[src/rtl/wb_sram_arb3.sv]
// Three-master round-robin Wishbone arbiter in front of the shared SRAM controller slave.
// The grant is held for a whole cyc; a per-transfer watchdog errors out stuck transfers.
module wb_sram_arb3 #(
  parameter int unsigned TIMEOUT = 64,
  parameter int unsigned TW      = 7
) (
  input  logic        clk,
  input  logic        reset,

  input  logic        m0_cyc_i,
  input  logic        m0_stb_i,
  input  logic        m0_we_i,
  input  logic [31:0] m0_adr_i,
  input  logic [3:0]  m0_sel_i,
  input  logic [31:0] m0_dat_i,
  output logic [31:0] m0_dat_o,
  output logic        m0_ack_o,
  output logic        m0_err_o,

  input  logic        m1_cyc_i,
  input  logic        m1_stb_i,
  input  logic        m1_we_i,
  input  logic [31:0] m1_adr_i,
  input  logic [3:0]  m1_sel_i,
  input  logic [31:0] m1_dat_i,
  output logic [31:0] m1_dat_o,
  output logic        m1_ack_o,
  output logic        m1_err_o,

  input  logic        m2_cyc_i,
  input  logic        m2_stb_i,
  input  logic        m2_we_i,
  input  logic [31:0] m2_adr_i,
  input  logic [3:0]  m2_sel_i,
  input  logic [31:0] m2_dat_i,
  output logic [31:0] m2_dat_o,
  output logic        m2_ack_o,
  output logic        m2_err_o,

  output logic        s_cyc_o,
  output logic        s_stb_o,
  output logic        s_we_o,
  output logic [31:0] s_adr_o,
  output logic [3:0]  s_sel_o,
  output logic [31:0] s_dat_o,
  input  logic [31:0] s_dat_i,
  input  logic        s_ack_i
);

  localparam logic [1:0] StIdle  = 2'd0;
  localparam logic [1:0] StGrant = 2'd1;
  localparam logic [1:0] StDrain = 2'd2;

  localparam logic [TW-1:0] WdogMax = TW'(TIMEOUT - 1);

  logic [1:0]    state_q, state_d;
  logic [1:0]    gnt_q, gnt_d;
  logic [1:0]    last_q, last_d;
  logic [TW-1:0] wdog_q, wdog_d;
  logic [2:0]    err_q, err_d;

  logic [2:0]  req;
  logic [1:0]  win;
  logic        in_grant;
  logic        g_cyc, g_stb, g_we;
  logic [31:0] g_adr, g_dat;
  logic [3:0]  g_sel;
  logic [2:0]  gnt_oh;
  logic [2:0]  ack_vec;

  assign req = {m2_cyc_i & m2_stb_i, m1_cyc_i & m1_stb_i, m0_cyc_i & m0_stb_i};

  // Search starts at last+1 (mod 3) and wraps around.
  always_comb begin
    case (last_q)
      2'd0:    win = req[1] ? 2'd1 : (req[2] ? 2'd2 : 2'd0);
      2'd1:    win = req[2] ? 2'd2 : (req[0] ? 2'd0 : 2'd1);
      default: win = req[0] ? 2'd0 : (req[1] ? 2'd1 : 2'd2);
    endcase
  end

  always_comb begin
    g_cyc = 1'b0;
    g_stb = 1'b0;
    g_we  = 1'b0;
    g_adr = '0;
    g_sel = '0;
    g_dat = '0;
    case (gnt_q)
      2'd0: begin
        g_cyc = m0_cyc_i; g_stb = m0_stb_i; g_we  = m0_we_i;
        g_adr = m0_adr_i; g_sel = m0_sel_i; g_dat = m0_dat_i;
      end
      2'd1: begin
        g_cyc = m1_cyc_i; g_stb = m1_stb_i; g_we  = m1_we_i;
        g_adr = m1_adr_i; g_sel = m1_sel_i; g_dat = m1_dat_i;
      end
      2'd2: begin
        g_cyc = m2_cyc_i; g_stb = m2_stb_i; g_we  = m2_we_i;
        g_adr = m2_adr_i; g_sel = m2_sel_i; g_dat = m2_dat_i;
      end
      default: ;
    endcase
  end

  assign in_grant = (state_q == StGrant);
  assign gnt_oh   = 3'(3'b001 << gnt_q);

  assign s_cyc_o = in_grant & g_cyc;
  assign s_stb_o = in_grant & g_cyc & g_stb;
  assign s_we_o  = in_grant & g_we;
  assign s_adr_o = in_grant ? g_adr : '0;
  assign s_sel_o = in_grant ? g_sel : '0;
  assign s_dat_o = in_grant ? g_dat : '0;

  // Acks only pass through in GRANT, so a late ack in DRAIN is swallowed.
  assign ack_vec  = (in_grant && s_ack_i) ? gnt_oh : 3'b000;
  assign m0_ack_o = ack_vec[0];
  assign m1_ack_o = ack_vec[1];
  assign m2_ack_o = ack_vec[2];
  assign m0_err_o = err_q[0];
  assign m1_err_o = err_q[1];
  assign m2_err_o = err_q[2];
  assign m0_dat_o = s_dat_i;
  assign m1_dat_o = s_dat_i;
  assign m2_dat_o = s_dat_i;

  always_comb begin
    state_d = state_q;
    gnt_d   = gnt_q;
    last_d  = last_q;
    wdog_d  = wdog_q;
    err_d   = 3'b000;
    case (state_q)
      StIdle: begin
        wdog_d = '0;
        if (|req) begin
          gnt_d   = win;
          last_d  = win;
          state_d = StGrant;
        end
      end
      StGrant: begin
        if (!g_cyc) begin
          state_d = StIdle;
          wdog_d  = '0;
        end else if (g_stb && !s_ack_i) begin
          if ((TIMEOUT != 0) && (wdog_q == WdogMax)) begin
            err_d   = gnt_oh;
            wdog_d  = '0;
            state_d = StDrain;
          end else begin
            wdog_d = wdog_q + TW'(1);
          end
        end else begin
          wdog_d = '0;
        end
      end
      StDrain: begin
        if (s_ack_i || (wdog_q == WdogMax)) begin
          wdog_d  = '0;
          state_d = StIdle;
        end else begin
          wdog_d = wdog_q + TW'(1);
        end
      end
      default: begin
        wdog_d  = '0;
        state_d = StIdle;
      end
    endcase
  end

  always_ff @(posedge clk) begin
    if (reset) begin
      state_q <= StIdle;
      gnt_q   <= 2'd0;
      last_q  <= 2'd2;
      wdog_q  <= '0;
      err_q   <= 3'b000;
    end else begin
      state_q <= state_d;
      gnt_q   <= gnt_d;
      last_q  <= last_d;
      wdog_q  <= wdog_d;
      err_q   <= err_d;
    end
  end

endmodule
[config.mk]
export PLATFORM = sky130hd
export DESIGN_NAME = wb_sram_arb3
export DESIGN_NICKNAME = d
export VERILOG_FILES = /design/src/rtl/wb_sram_arb3.sv
export SDC_FILE = /design/constraint.sdc
export NUM_CORES = 1
export LEC_CHECK = 0
export CAP_MARGIN = 20
export CORE_AREA = 2 2 164 166
export CTS_CLUSTER_DIAMETER = 150
export DETAILED_ROUTE_END_ITERATION = 8
export DIE_AREA = 0 0 166 168
export SKIP_CTS_REPAIR_TIMING = 1
export SYNTH_ARGS = -nofsm -noshare
export SYNTH_HDL_FRONTEND = slang
export SYNTH_SLANG_ARGS = --single-unit
[constraint.sdc]
create_clock -name clk -period 1.8 [get_ports clk]
set_input_delay 0.45 -clock clk [delete_from_list [all_inputs] [get_ports clk]]
set_output_delay 0.45 -clock clk [all_outputs]
set_load 0.005 [all_outputs]
==> flow_metrics.tcl <==
set metrics [dict create \
    comb_power_share_pct 72.3 \
    first_global_vias 4028 \
    skew_ps 5.345 \
    synth.distinct_cells 36 \
    cts_buffer_depth 2 \
    power.net_switching_uw 1008 \
    cts-buffers-inserted 3 \
    antenna_found_initial 0 \
    htree_levels 1 \
    violations "negative setup slack" \
    n_antenna_cell 0 \
    finalCritPeriodShare_pct 122.7 \
    peakVddDrop_mv 0.3159 \
    synth_xor_area_share_pct 1.090 \
    p_clk_share_pct 15.1 \
    dp.cells 1068 \
    synth-simple-area-share_pct 23.01 \
    io_pins 421 \
    required_ps 1350 \
    nets 1031 \
    port_buffers 292 \
    path_buf_inv 4 \
    path_cells "clkbuf_16 > buf_8 > buf_6 > mux2i_4 > o21ai_2 > nor3b_2 > dlymetal6s2s_1" \
    final_cells 1119 \
    synth_fa_ha_area_share_pct 1.557 \
    slew_viol_final 0 \
    place_worst_setup_slack_ps -637.1 \
    max_slew_margin_pct 72.35 \
    startpoint_type "flip-flop" \
    status "finished, violations left" \
    postPlaceCellArea_sq_mm 0.006291 \
    rsz0062_at_grt "true" \
    synthToLayoutAreaGrowth_pct 112.8 \
    synth_compound_area_share_pct 15.30 \
    grt_overflow_total 0 \
    track_usage_pct 10.69 \
    p_leak_uw 0.002860 \
    critical_path_class "reg -> out" \
    die-height_um 168 \
    worst_slew_pin_slew_ps 413.9 \
    seq_power_share_pct 12.6 \
    crit_path_end_kind "output port" \
    syn_area_sq_mm 0.003214 \
    power_density_mw_per_mm2 424.8 \
    p_int_uw 1898 \
    cts_tree "yes" \
    drc 0 \
    synth_warnings 0 \
    clkSlewWorstSetupHoldPaths_ps 50 \
    via_per_inst 3.818 \
    layout-drive-gt1-share_pct 30.72 \
    gp_congestion 0.7936 \
    slowest_delay_ps 410 \
    dp_hpwl_um 13830 \
    crit_arrival_ps 1760 \
    core_area_sq_mm 0.02635 \
    wl_per_cell_um 15.52 \
    fin_crit_ps 2209 \
    root_buffer "clkbuf_16" \
    ant_nets 0 \
    synthFlopType "dfxtp_1" \
    ff2ff_setup_slack_ps -250 \
    vias 4272 \
    postLayoutSetupSlackWorst_ps -409.3 \
    sw_frac_of_total_pct 34.68 \
    wl_um 17370 \
    grt_pass1_wl_um 23660 \
    die_area_sq_mm 0.02789 \
    crit_family "buffers and inverters" \
    critPathSlowestCell "dfxtp_4" \
    synth_edf_count 0 \
    seq_area_frac_synth_pct 9.342 \
    drt_iter0_markers 124 \
    async_flop_share_pct 0 \
    postSynthCellCount 502 \
    hold_viol_final 0 \
    whs_ps 461.5 \
    drtPass1Iterations 4 \
    row_count 60 \
    yosys-mux-area-fraction_pct 22.11 \
    clk_latency_ps 250 \
    fin_area_sq_mm 0.006839 \
    clock-sinks 15 \
    fmax_mhz 452.6 \
    cap_violations 0 \
    synth_seq_cells 15 \
    synth_area_per_cell_sq_um 6.403 \
    synth_top_family_by_area "buffers and inverters" \
    finalSetupViolCount 83 \
    synth_nets 754 \
    grt_max_degree 34 \
    cp_max_fo 7 \
    hold_path_class "reg -> reg" \
    initial_utilization_pct 12.20 \
    fp.dieW_um 166 \
]
[layer usage]
layer,GRT usage (%),part of all wire [%],up-vias
li1,-,-,2117
met1,11.72,40,1911
met2,20.06,51,239
met3,4.184,8.6,5
met4,1.134,0.33,0
met5,0,0,-
[flip-flops by register name, summed over array words and instances, names as in the netlist]
signal,cells
wdog_q,7
err_q,3
gnt_q,2
state_q,2
last_q,1
[kinds of logic (layout without fill, tap and decap cells)]
logic type	count (synthesis)	after routing
compound gates	90	90
buf+inv	137	413
mux	71	71
xor+xnor	4	4
fa+ha+maj	4	4
flops	15	15
simple gates	181	181
[worst paths after layout]
path,startpoint,to,cells after the start
worst max-delay path,gnt_q[1],s_stb_o,7
worst min-delay path,wdog_q[0],wdog_q[0],1
worst max register to register,gnt_q[1],state_q[0],9
worst min register to register,wdog_q[0],wdog_q[0],1
[power groups by stage]
| stage | combinational [uW] | sequential [uW] | clock (uW) |
|---|---|---|---|
| 2_1_floorplan | 883 | 354 | 0 |
| 3_3_place_gp | 1890 | 362 | 0 |
| 3_5_place_dp | 1900 | 362 | 0 |
| 4_1_cts | 1910 | 355 | 448 |
| 5_1_grt | 2280 | 369 | 462 |
| 6_report | 2100 | 366 | 440 |
[cells in the mapped netlist, drive strengths merged (3+ instances only)]
cell / count / area share (%)
clkbuf: 23 / 2.7
nor2: 150 / 18
nor3b: 3 / 0.86
mux2i: 71 / 22
inv: 7 / 0.82
nor2b: 3 / 0.58
nor3: 4 / 0.62
buf: 107 / 24
o21ai: 4 / 0.62
nand3: 3 / 0.47
dfxtp: 15 / 9.3
ha: 4 / 1.6
nand2: 9 / 1.1
a21oi: 74 / 12
[worst register-to-register path, cell delays in order, from the launching register on]
cell and delay, ps:
dfxtp_4 410, clkbuf_16 170, buf_8 120, buf_6 110, mux2i_4 170, o21ai_2 150, buf_4 130, a211oi_4 60
or3b_1 390, a221oi_2 240
[metrics by stage]
| step | TNS [ps] | total power (uW) | util [%] |
|---|---|---|---|
| 4_1_cts | -37910 | 2715 | 24.18 |
| 2_1_floorplan | 0 | 1237 | - |
| 3_5_place_dp | -31360 | 2265 | 23.87 |
| 6_report | -21750 | 2905 | 25.95 |
| 3_3_place_gp | -30130 | 2257 | 23.87 |
| 5_1_grt | -31030 | 3115 | 25.95 |
[layout by cell type (no fill, tap or decap), types with 3 or more instances in the layout]
cell type and instances:
clkdlybuf4s50_1 217, nor2_1 144, mux2i_1 63, a21oi_1 59, buf_4 59, clkbuf_2 46
buf_6 31, buf_2 26, a21oi_2 15, dfxtp_1 13, buf_12 9, buf_8 9
nand2_1 7, nor2_2 6, mux2i_2 6, clkbuf_16 6, inv_1 5, nor3_2 4
nor3b_2 3, nand3_1 3, ha_1 3
[layout make-up]
class,count,area (sq um)
clock buffer,3,75.07
sequential,15,307.8
timing repair buffer,402,3740
multi-input combinational,350,2258
fill,2936,19510
inverter,7,26.28
tap,341,426.7
clock inverter,1,5.005
(Power assumes the default switching activity.)
